## config.mk

```make
export PLATFORM = sky130hd
export DESIGN_NAME = spi_frame_monitor
export DESIGN_NICKNAME = d
export VERILOG_FILES = /design/src/rtl/spi_mon_pkg.sv /design/src/rtl/spi_mon_sat_counter.sv /design/src/rtl/spi_frame_monitor.sv
export SDC_FILE = /design/constraint.sdc
export NUM_CORES = 1
export LEC_CHECK = 0
export CAP_MARGIN = 20
export CELL_PAD_IN_SITES_DETAIL_PLACEMENT = 1
export CELL_PAD_IN_SITES_GLOBAL_PLACEMENT = 2
export CORE_UTILIZATION = 34
export CTS_CLUSTER_SIZE = 20
export DETAILED_ROUTE_END_ITERATION = 10
export PLACE_DENSITY = 0.9
export SETUP_SLACK_MARGIN = 0.05
export SLEW_MARGIN = 20
export SYNTH_ARGS = -nofsm -noshare
export SYNTH_HDL_FRONTEND = slang
export SYNTH_SLANG_ARGS = --single-unit
```

## constraint.sdc

```tcl
create_clock -name i_clk -period 2 [get_ports i_clk]
set_input_delay 0.4 -clock i_clk [delete_from_list [all_inputs] [get_ports i_clk]]
set_output_delay 0.4 -clock i_clk [all_outputs]
set_load 0.1 [all_outputs]
```

## src/rtl/spi_mon_pkg.sv

```systemverilog
// Shared types and frame-length helpers for the SPI frame monitor.
package spi_mon_pkg;

  typedef enum logic [2:0] {IDLE, CMD, PAYLOAD, TURN, RESP, OVERRUN} state_e;

  typedef enum logic [1:0] {
    WR_ADDR = 2'b00,
    WR_DATA = 2'b01,
    RD_ADDR = 2'b10,
    RD_DATA = 2'b11
  } cmd_e;

  function automatic int unsigned len_wr(input int unsigned cmd_w, input int unsigned data_w);
    return cmd_w + data_w;
  endfunction

  // Read-data frames add one turnaround cycle plus the response bits.
  function automatic int unsigned len_rd(input int unsigned cmd_w, input int unsigned data_w);
    return cmd_w + data_w + 1 + data_w;
  endfunction

endpackage

```

## src/rtl/spi_mon_sat_counter.sv

```systemverilog
// Saturating up-counter with synchronous clear taking priority over increment.
module spi_mon_sat_counter #(
  parameter int unsigned WIDTH = 16
) (
  input  logic             i_clk,
  input  logic             i_rst_n,
  input  logic             i_inc,
  input  logic             i_clr,
  output logic [WIDTH-1:0] o_cnt
);

  logic [WIDTH-1:0] r_cnt;
  logic [WIDTH-1:0] w_cnt_nxt;

  always_comb begin
    w_cnt_nxt = r_cnt;
    if (i_clr) begin
      w_cnt_nxt = '0;
    end else if (i_inc && (r_cnt != '1)) begin
      w_cnt_nxt = r_cnt + WIDTH'(1);
    end
  end

  always_ff @(posedge i_clk or negedge i_rst_n) begin
    if (!i_rst_n) begin
      r_cnt <= '0;
    end else begin
      r_cnt <= w_cnt_nxt;
    end
  end

  assign o_cnt = r_cnt;

endmodule

```

## src/rtl/spi_frame_monitor.sv

```systemverilog
// Passive SPI frame monitor: decodes SS_n-bounded frames, checks length and MISO
// discipline, and keeps saturating frame/error counters. Never drives the bus.
module spi_frame_monitor
  import spi_mon_pkg::*;
#(
  parameter int unsigned CMD_WIDTH  = 2,
  parameter int unsigned DATA_WIDTH = 8,
  parameter int unsigned CNT_WIDTH  = 16
) (
  input  logic                  i_clk,
  input  logic                  i_rst_n,
  input  logic                  i_ss_n,
  input  logic                  i_mosi,
  input  logic                  i_miso,
  input  logic                  i_clr_cnt,
  output logic                  o_frame_valid,
  output logic [CMD_WIDTH-1:0]  o_frame_cmd,
  output logic [DATA_WIDTH-1:0] o_frame_data,
  output logic [DATA_WIDTH-1:0] o_resp_data,
  output logic                  o_err_len,
  output logic                  o_err_miso,
  output logic [CNT_WIDTH-1:0]  o_frame_cnt,
  output logic [CNT_WIDTH-1:0]  o_err_cnt
);

  localparam int unsigned LenWr   = len_wr(CMD_WIDTH, DATA_WIDTH);
  localparam int unsigned LenRd   = len_rd(CMD_WIDTH, DATA_WIDTH);
  localparam int unsigned LenBits = $clog2(LenRd + 1);

  localparam logic [LenBits-1:0] LenW       = LenBits'(LenWr);
  localparam logic [LenBits-1:0] LenR       = LenBits'(LenRd);
  localparam logic [LenBits-1:0] LenCmdLast = LenBits'(CMD_WIDTH - 1);
  localparam logic [LenBits-1:0] LenWLast   = LenBits'(LenWr - 1);
  localparam logic [LenBits-1:0] LenRLast   = LenBits'(LenRd - 1);

  state_e                r_state, w_state_nxt;
  logic [LenBits-1:0]    r_len, w_len_nxt;
  logic [CMD_WIDTH-1:0]  r_cmd, w_cmd_nxt;
  logic [DATA_WIDTH-1:0] r_data, w_data_nxt;
  logic [DATA_WIDTH-1:0] r_resp, w_resp_nxt;
  logic                  r_too_long, w_too_long_nxt;
  logic                  r_miso_seen, w_miso_seen_nxt;
  logic                  w_valid, w_err_len, w_err_miso;
  logic                  w_is_rd;
  logic [LenBits-1:0]    w_exp_len;

  logic                  r_frame_valid, r_err_len, r_err_miso;
  logic [CMD_WIDTH-1:0]  r_frame_cmd;
  logic [DATA_WIDTH-1:0] r_frame_data, r_resp_data;

  assign w_is_rd   = (r_cmd == CMD_WIDTH'(RD_DATA));
  assign w_exp_len = w_is_rd ? LenR : LenW;

  always_comb begin
    w_state_nxt     = r_state;
    w_len_nxt       = r_len;
    w_cmd_nxt       = r_cmd;
    w_data_nxt      = r_data;
    w_resp_nxt      = r_resp;
    w_too_long_nxt  = r_too_long;
    w_miso_seen_nxt = r_miso_seen;
    w_valid         = 1'b0;
    w_err_len       = 1'b0;
    w_err_miso      = 1'b0;

    if (r_state == IDLE) begin
      if (!i_ss_n) begin
        // Start cycle: no bit sampled, but MISO must already be quiet.
        w_state_nxt     = CMD;
        w_len_nxt       = '0;
        w_cmd_nxt       = '0;
        w_data_nxt      = '0;
        w_resp_nxt      = '0;
        w_too_long_nxt  = 1'b0;
        w_miso_seen_nxt = i_miso;
        w_err_miso      = i_miso;
      end
    end else if (i_ss_n) begin
      w_state_nxt     = IDLE;
      w_too_long_nxt  = 1'b0;
      w_miso_seen_nxt = 1'b0;
      if (!r_too_long && (r_len == w_exp_len)) begin
        w_valid = 1'b1;
      end else begin
        w_err_len = 1'b1;
      end
    end else begin
      if ((r_state != RESP) && i_miso && !r_miso_seen) begin
        w_err_miso      = 1'b1;
        w_miso_seen_nxt = 1'b1;
      end
      case (r_state)
        CMD: begin
          w_cmd_nxt = (r_cmd << 1) | CMD_WIDTH'(i_mosi);
          w_len_nxt = r_len + LenBits'(1);
          if (r_len == LenCmdLast) w_state_nxt = PAYLOAD;
        end
        PAYLOAD: begin
          w_data_nxt = {r_data[DATA_WIDTH-2:0], i_mosi};
          w_len_nxt  = r_len + LenBits'(1);
          if (r_len == LenWLast) w_state_nxt = w_is_rd ? TURN : OVERRUN;
        end
        TURN: begin
          w_len_nxt   = r_len + LenBits'(1);
          w_state_nxt = RESP;
        end
        RESP: begin
          w_resp_nxt = {r_resp[DATA_WIDTH-2:0], i_miso};
          w_len_nxt  = r_len + LenBits'(1);
          if (r_len == LenRLast) w_state_nxt = OVERRUN;
        end
        OVERRUN: w_too_long_nxt = 1'b1;
        default: w_state_nxt = IDLE;
      endcase
    end
  end

  always_ff @(posedge i_clk or negedge i_rst_n) begin
    if (!i_rst_n) begin
      r_state       <= IDLE;
      r_len         <= '0;
      r_cmd         <= '0;
      r_data        <= '0;
      r_resp        <= '0;
      r_too_long    <= 1'b0;
      r_miso_seen   <= 1'b0;
      r_frame_valid <= 1'b0;
      r_err_len     <= 1'b0;
      r_err_miso    <= 1'b0;
      r_frame_cmd   <= '0;
      r_frame_data  <= '0;
      r_resp_data   <= '0;
    end else begin
      r_state       <= w_state_nxt;
      r_len         <= w_len_nxt;
      r_cmd         <= w_cmd_nxt;
      r_data        <= w_data_nxt;
      r_resp        <= w_resp_nxt;
      r_too_long    <= w_too_long_nxt;
      r_miso_seen   <= w_miso_seen_nxt;
      r_frame_valid <= w_valid;
      r_err_len     <= w_err_len;
      r_err_miso    <= w_err_miso;
      if (w_valid) begin
        r_frame_cmd  <= r_cmd;
        r_frame_data <= r_data;
        if (w_is_rd) r_resp_data <= r_resp;
      end
    end
  end

  // Counters track the registered pulses, so a clear in the pulse cycle wins.
  spi_mon_sat_counter #(
    .WIDTH (CNT_WIDTH)
  ) u_frame_cnt (
    .i_clk   (i_clk),
    .i_rst_n (i_rst_n),
    .i_inc   (r_frame_valid),
    .i_clr   (i_clr_cnt),
    .o_cnt   (o_frame_cnt)
  );

  spi_mon_sat_counter #(
    .WIDTH (CNT_WIDTH)
  ) u_err_cnt (
    .i_clk   (i_clk),
    .i_rst_n (i_rst_n),
    .i_inc   (r_err_len | r_err_miso),
    .i_clr   (i_clr_cnt),
    .o_cnt   (o_err_cnt)
  );

  assign o_frame_valid = r_frame_valid;
  assign o_err_len     = r_err_len;
  assign o_err_miso    = r_err_miso;
  assign o_frame_cmd   = r_frame_cmd;
  assign o_frame_data  = r_frame_data;
  assign o_resp_data   = r_resp_data;

endmodule

```

Word-level counts from Yosys, hierarchy flattened
Index checks and enable logic that the tools add are counted.
Word-level totals
  flip-flop bits (word level): 81
  input bits: 6
  logic and storage cells: 110
Operators by class
  $add $sub $neg: 3
  equal/unequal tests: 18
  mux-type cells: 46
  bitwise gates (word level): 3
  reductions and logical operators: 25
Operators with widths (number)
  $mux W16: 4
  $mux W8: 7
  $add A16 B1 Y16 const B: 2
  $ne A16 B16 Y1 const B: 2
  $mux W5: 5
  $mux W3: 7
  $mux W1: 18
  $pmux W3 S5: 1
  $reduce_and A2 Y1: 7
  $ne A4 B4 Y1 const B: 3
  $reduce_bool A2 Y1: 6
  $mux W2: 4
  $eq A3 B2 Y1 const B: 2
  $eq A3 B3 Y1 const B: 2
  $ne A3 B3 Y1 const B: 2
  $reduce_bool A3 Y1: 2
  $add A5 B1 Y5 const B: 1
  $eq A5 B1 Y1 const B: 1
  $eq A5 B4 Y1 const B: 1
  $eq A5 B5 Y1: 1
  $eq A5 B5 Y1 const B: 1
  $logic_and A1 B1 Y1: 5
  $reduce_and A5 Y1: 1
  $reduce_or A4 Y1: 1
  other kinds (8): 9

Depth between registers and ports, before layout
  depth after elaboration: 8
  gate-level depth with buffers: 7
  gate-level depth less buffers: 6

Cells and area by module
Synthesis repeated with hierarchy kept, for this count alone.
Second synthesis, totals
  cells, all modules: 408
  area total of the unflattened synthesis: 4137.7 um^2
Modules (own cells, without submodules)
  spi_frame_monitor: instances 1, cells each 212, area an instance 2253.4 um^2
  spi_mon_sat_counter: instances 2, cells each 98, area an instance 942.2 um^2

Worst setup path after synthesis
OpenSTA, ideal clock, no wires.
  path kind: reg2reg
  start: register u_frame_cnt.r_cnt[1], in the netlist u_frame_cnt.o_cnt[1]
  end: register u_frame_cnt.r_cnt[0], in the netlist u_frame_cnt.o_cnt[0]
  setup time: 125 ps
  arrival: 2303 ps
  slack: -428 ps
  cell stages (with the launch flop): 6
  path through: dfrtp_1 > ha_1 > nand3_1 > nor4_4 > nor2_2 > mux2_2
On the way
  longest elaborated chain between the ends: 3
RTL lines
  start, declared: line spi_mon_sat_counter.sv:12  | logic [WIDTH-1:0] r_cnt;
  start signal, assigned: line spi_mon_sat_counter.sv:28  | r_cnt <= w_cnt_nxt;
  $ne A16 B16 Y1: line spi_mon_sat_counter.sv:19  | end else if (i_inc && (r_cnt != '1)) begin
  $logic_and A1 B1 Y1: line spi_mon_sat_counter.sv:19
  $reduce_bool A2 Y1 (no source line)
No other way between the ends.
A chain may end at the register's enable or synchronous reset.

Worst setup path in the final report
  start: register u_err_cnt.r_cnt[1], in the netlist u_err_cnt.o_cnt[1]
  end: register u_err_cnt.r_cnt[5], in the netlist u_err_cnt.o_cnt[5]
On the way
  longest elaborated chain between the ends: 3
  elaborated cells on any way between the ends: 6
  classes of those cells: 1 x add/sub; 1 x eq/ne; 2 x mux; 2 x reduce/logical
RTL lines (line)
  start, declared: spi_mon_sat_counter.sv:12
  start signal, assigned: spi_mon_sat_counter.sv:28
  $add A16 B1 Y16 or $ne A16 B16 Y1 (tied branches): spi_mon_sat_counter.sv:20, spi_mon_sat_counter.sv:19
  $mux W16 or $logic_and A1 B1 Y1 (tied branches): spi_mon_sat_counter.sv:19
  $mux W16 or $reduce_bool A2 Y1 (tied branches)
Parallel ways exist; a longest one is shown, timed or not. The select of a mux whose other input is x is not followed.

==> results.md <==
Floorplanning:
- The number of top-level pins is 59.
- The die is 111.2 microns wide.
- The total die area is 12370 sq um.
- The region available for standard cell placement spans 11520 sq um.
- The total number of placement rows is 39.
- The overall die height is 111.2 microns.
- For this configuration, the core starts out at a cell density of 35.21%.

Power and ir drop:
- The total power is 4.480 mW.
- The fraction of power consumed by combinational cells is 19.6%.
- In this run switching power makes up 29.42% of total power.
- The clock network burns 39.7% of the power.
- The part of the total power dissipated in sequential elements is 40.8%.
- The analysis attributes to cell leakage a power of 2.337 nW.
- IR analysis of the VDD net gives a maximum drop of 0.4243 mV.
- For this design the ratio of total power to cell area is 843.2 nW/um^2.
- The switching power total is 1.318 mW.
- The internal portion of the total power is 3.163 mW.

Synthesis:
- The biggest area contributor in the post-synthesis netlist is sky130_fd_sc_hd__dfrtp_1.
- After synthesis, flip-flops and latches occupy 49.98% of the total area.
- The area share of fa/ha/maj cells after synthesis is 2.283%.
- After synthesis, the largest area contributor takes up 49.98% of total cell area.
- The portion of synthesized area spent on multiplexers is 8.115%.
- By area, the combinational part of the netlist is dominated by simple AND/OR/NAND/NOR gates.
- The post-synthesis register bit count is 81.
- Counting distinct cell types in the post-synthesis netlist gives 55.
- For this run, the leading register cell type out of synthesis is sky130_fd_sc_hd__dfrtp_1.
- The number of synthesized flops with an enable pin is 0.
- In the synthesized netlist, the cells that appear most often are sky130_fd_sc_hd__dfrtp_1 (81), sky130_fd_sc_hd__nand2_1 (51), sky130_fd_sc_hd__a21oi_1 (27), sky130_fd_sc_hd__o21ai_0 (24), sky130_fd_sc_hd__nand3_1 (20).
- Counting flops with an async set or reset pin after synthesis yields a share of 100.0%.
- The synthesized-area fraction occupied by xor and xnor cells is 0%.
- Ranked by total cell area, the synthesized netlist is headed by sky130_fd_sc_hd__dfrtp_1 (50%), sky130_fd_sc_hd__nand2_1 (4.7%), sky130_fd_sc_hd__mux2_2 (4.2%), sky130_fd_sc_hd__a21oi_1 (3.3%), sky130_fd_sc_hd__o21ai_0 (3.0%).
- The post-synthesis instance area is 4055 sq um.
- The simple-gate share of the synthesized area is 23.30%.
- The total nets after synthesis is 415.
- The Yosys step of the flow raised 0 warnings.
- In the post-synthesis netlist, the cell with the most instances is sky130_fd_sc_hd__dfrtp_1.
- Summing the areas of all compound-gate instances in the mapped netlist gives 12.80% of the synthesized area.
- Each instance of the synthesized netlist takes up on average 10.04 sq um.
- The synthesized instance count is 404.

Global route:
- The total overflow left after global routing is 0.
- The overall fraction of global-route tracks in use is 17.66%.
- The number of global-route vias before repair was 3617.
- The first-pass GRT wire length is 17530 microns.
- The number of antenna violations at the first check in global routing is 0.
- Entering global routing, the biggest net connects 82 pins.

Critical path:
- The cell family with the largest share of critical-path delay is flip-flops.
- Of all nets on the critical path, the largest fanout is 15.
- The cell type of the slowest stage on the worst timing path is sky130_fd_sc_hd__dfrtp_4.
- The launching point of the worst reg2reg path is u_err_cnt.o_cnt[1].
- The worst register-to-register path ends at u_err_cnt.o_cnt[5].
- The depth of the worst register-to-register path is 6.
- Walking the worst path, the cells encountered are ha_1 -> nand4_1 -> nor4_4 -> buf_4 -> nor4bb_2 -> mux2_2.
- The buffers plus inverters on the worst setup path is 1.
- STA puts the critical path data required time at 2.22 ns.
- The critical path starts at u_err_cnt.o_cnt[1].
- For the worst setup path, the data arrival time is 2.13 ns.
- The longest individual stage delay on the worst path is 0.51 ns.
- The type of the setup path with the least slack is reg -> reg.
- The category of the worst setup path launch point is a flip-flop.
- The register-to-register setup slack is 0.09 ns.
- The type of destination of the critical path is a flip-flop.

Detailed routing:
- Once detail routing completed, the nets flagged for antenna violations numbered 0.
- The met2 wirelength from detailed routing is 5150 microns.
- After the first detailed-routing iteration, the DRC count stood at 181.
- The final routed wirelength across all metal layers is 10290 microns.
- The highest metal layer with signal wires is met4.
- In the final routed layout, each cell accounts on average for 16.57 microns.
- The amount of wire on met3 after detailed routing is 296 microns.
- The routed via count divided by cell count is 5.483.
- Before antenna repair, the detailed router went through 7 iterations.
- The total via count after detailed routing is 3405.
- In the routed design, unresolved DRC markers number 10.
- After detailed routing, the wire length on met1 is 4686 microns.

Timing:
- Setup repair after global routing could not meet its margin everywhere.
- The number of hold-slack violations in the final timing report is 0.
- The final cycle utilization of the critical path is 95.52%.
- The tightest hold margin is 0.07042 ns.
- Once routing completed, OpenROAD measured the worst setup slack at 0.08962 ns.
- Setup violations remaining at the end of the flow were counted as 0.
- Subtracting the final worst setup slack from the clock period gives 1.910 ns.
- The headroom to the max-slew limit is 58.98%.
- Clock skew on the completed layout was measured at 0.006323 ns.
- The number of max-slew violations in the final report is 0.
- The maximum achievable frequency is 523.5 MHz.
- The actual slew at the worst max-slew pin is 0.6131 ns.

Place:
- The half-perimeter wire length of the detailed placement result is 7015 microns.
- Prior to clock tree synthesis, the placed netlist has a worst setup slack of -0.03905 ns.
- At the end of routability-driven placement, the weighted congestion stood at 0.7717.
- The number of buffers added on ports is 58.

Run status:
- The run finished, with violations left.
- The checks that failed: DRC.

Worst hold path:
- The worst hold path belongs to the class in -> async.

Cells and area:
- The ratio of cells with drive above 1 in the final layout is 34.10%.
- The total inserted antenna cells is 0.
- Compared with the post-synthesis result, the final layout area differs by 31.04%.
- The final layout net count is 484.

Job:
- The max capacitance violation total is 0.

Clock network:
- The tree built by TritonCTS fans out to 81 sinks.
- The CTS tree is yes.
- The number of buffers added by the clock tree synthesis step is 9.
- CTS built an H-tree with a depth of 3.
- The clock reaches the later pin of the worst-skew pair after 0.34 ns.
- After clock tree synthesis, the flow added hold-fix buffers numbering 0.
- Clock-pin slew was measured on the worst setup and hold paths at 0.06 ns.
- The library cell used as clock root buffer is sky130_fd_sc_hd__clkbuf_16.
- The deepest clock path buffer count is 2.
==> state kept, by name, summed over array words and instances, names as in the netlist <==
register           cells
r_state                3
o_frame_valid          1
r_cmd                  2
o_err_len              1
u_err_cnt.o_cnt       16
o_frame_data           8
r_data                 8
r_resp                 8
r_miso_seen            1
u_frame_cnt.o_cnt     16
r_too_long             1
o_frame_cmd            2
r_len                  5
o_err_miso             1
o_resp_data            8
==> cell families after synthesis <==
logic type	after synthesis
compound gates	85
fa+ha+maj	8
buf+inv	32
flops	81
mux	27
simple gates	171
==> worst max-delay path by stage <==
stage / depth (start not counted) / end / slack (ns)
global placement: 5 / o_resp_data[4] / -0.01
CTS: 6 / u_err_cnt.o_cnt[5] / 0.08
floorplan: 5 / u_frame_cnt.o_cnt[0] / 0.03
global route: 6 / u_err_cnt.o_cnt[5] / -0.03
finish: 6 / u_err_cnt.o_cnt[5] / 0.09
detailed placement: 5 / o_resp_data[7] / -0.04
==> cell type report <==
cell class              instances  area (sq um)
fillers                      1277          6202
flip-flops and latches         81          2093
multi-input cells             291          1922
repair buffers                 80         760.7
clock buffers                  11         242.7
well taps                     143         178.9
clock inverters                 5         78.83
inverters                      10         37.54
==> repair_timing <==
action / CTS / global route
buffers inserted: 0 / 2
setup endpoints to repair: 0 / 4
resized for setup: 0 / 4
==> stage by stage <==
step / instance area, sq um / utilization [%] / std cells / TNS, ns
2_1_floorplan: 4121 / - / 404 / 0
3_3_place_gp: 4947 / 42.96 / 603 / -0.08482
3_5_place_dp: 4947 / 42.96 / 603 / -0.2295
4_1_cts: 5269 / 45.75 / 619 / 0
5_1_grt: 5314 / 46.14 / 621 / -0.05125
6_report: 5314 / 46.14 / 621 / 0
==> power groups by stage <==
stage | Combinational (mW) | Clock, mW | Sequential, mW
2_1_floorplan | 0.444 | 0 | 1.99
3_3_place_gp | 0.847 | 0 | 1.85
3_5_place_dp | 0.874 | 0 | 1.86
4_1_cts | 0.883 | 1.83 | 1.83
5_1_grt | 0.954 | 1.89 | 1.84
6_report | 0.876 | 1.78 | 1.83
==> worst register-to-register path: cells and delay by family, from the launching register on <==
family	cells	cell delay, ns
flops	1	0.51
simple gates	3	0.51
mux	1	0.37
fa+ha+maj	1	0.23
buf+inv	1	0.18
==> routing by layer <==
layer  global-route usage (%)  vias to the layer above
met4                    6.667                        0
met5                        0                        -
li1                         -                     1620
met2                    30.42                       45
met1                    21.76                     1727
met3                    3.499                       13
==> cells in the final DEF, fill, tap and decap left out, drive strengths merged, types with 5 or more instances in the layout <==
master  Yosys  layout
o21ai      24      24
buf         8      76
ha          5       5
a21oi      27      27
clkbuf     14      11
nor2       19      19
nor4        6       6
or4        11      11
nand2      51      51
nor2b       9       9
dfrtp      81      81
mux2       23      23
nor3        6       6
nand3      20      20
or3        12      12
nand4      15      15
o31ai      11      11
inv        10      10
Note: power is estimated with default switching activity, not from simulation.
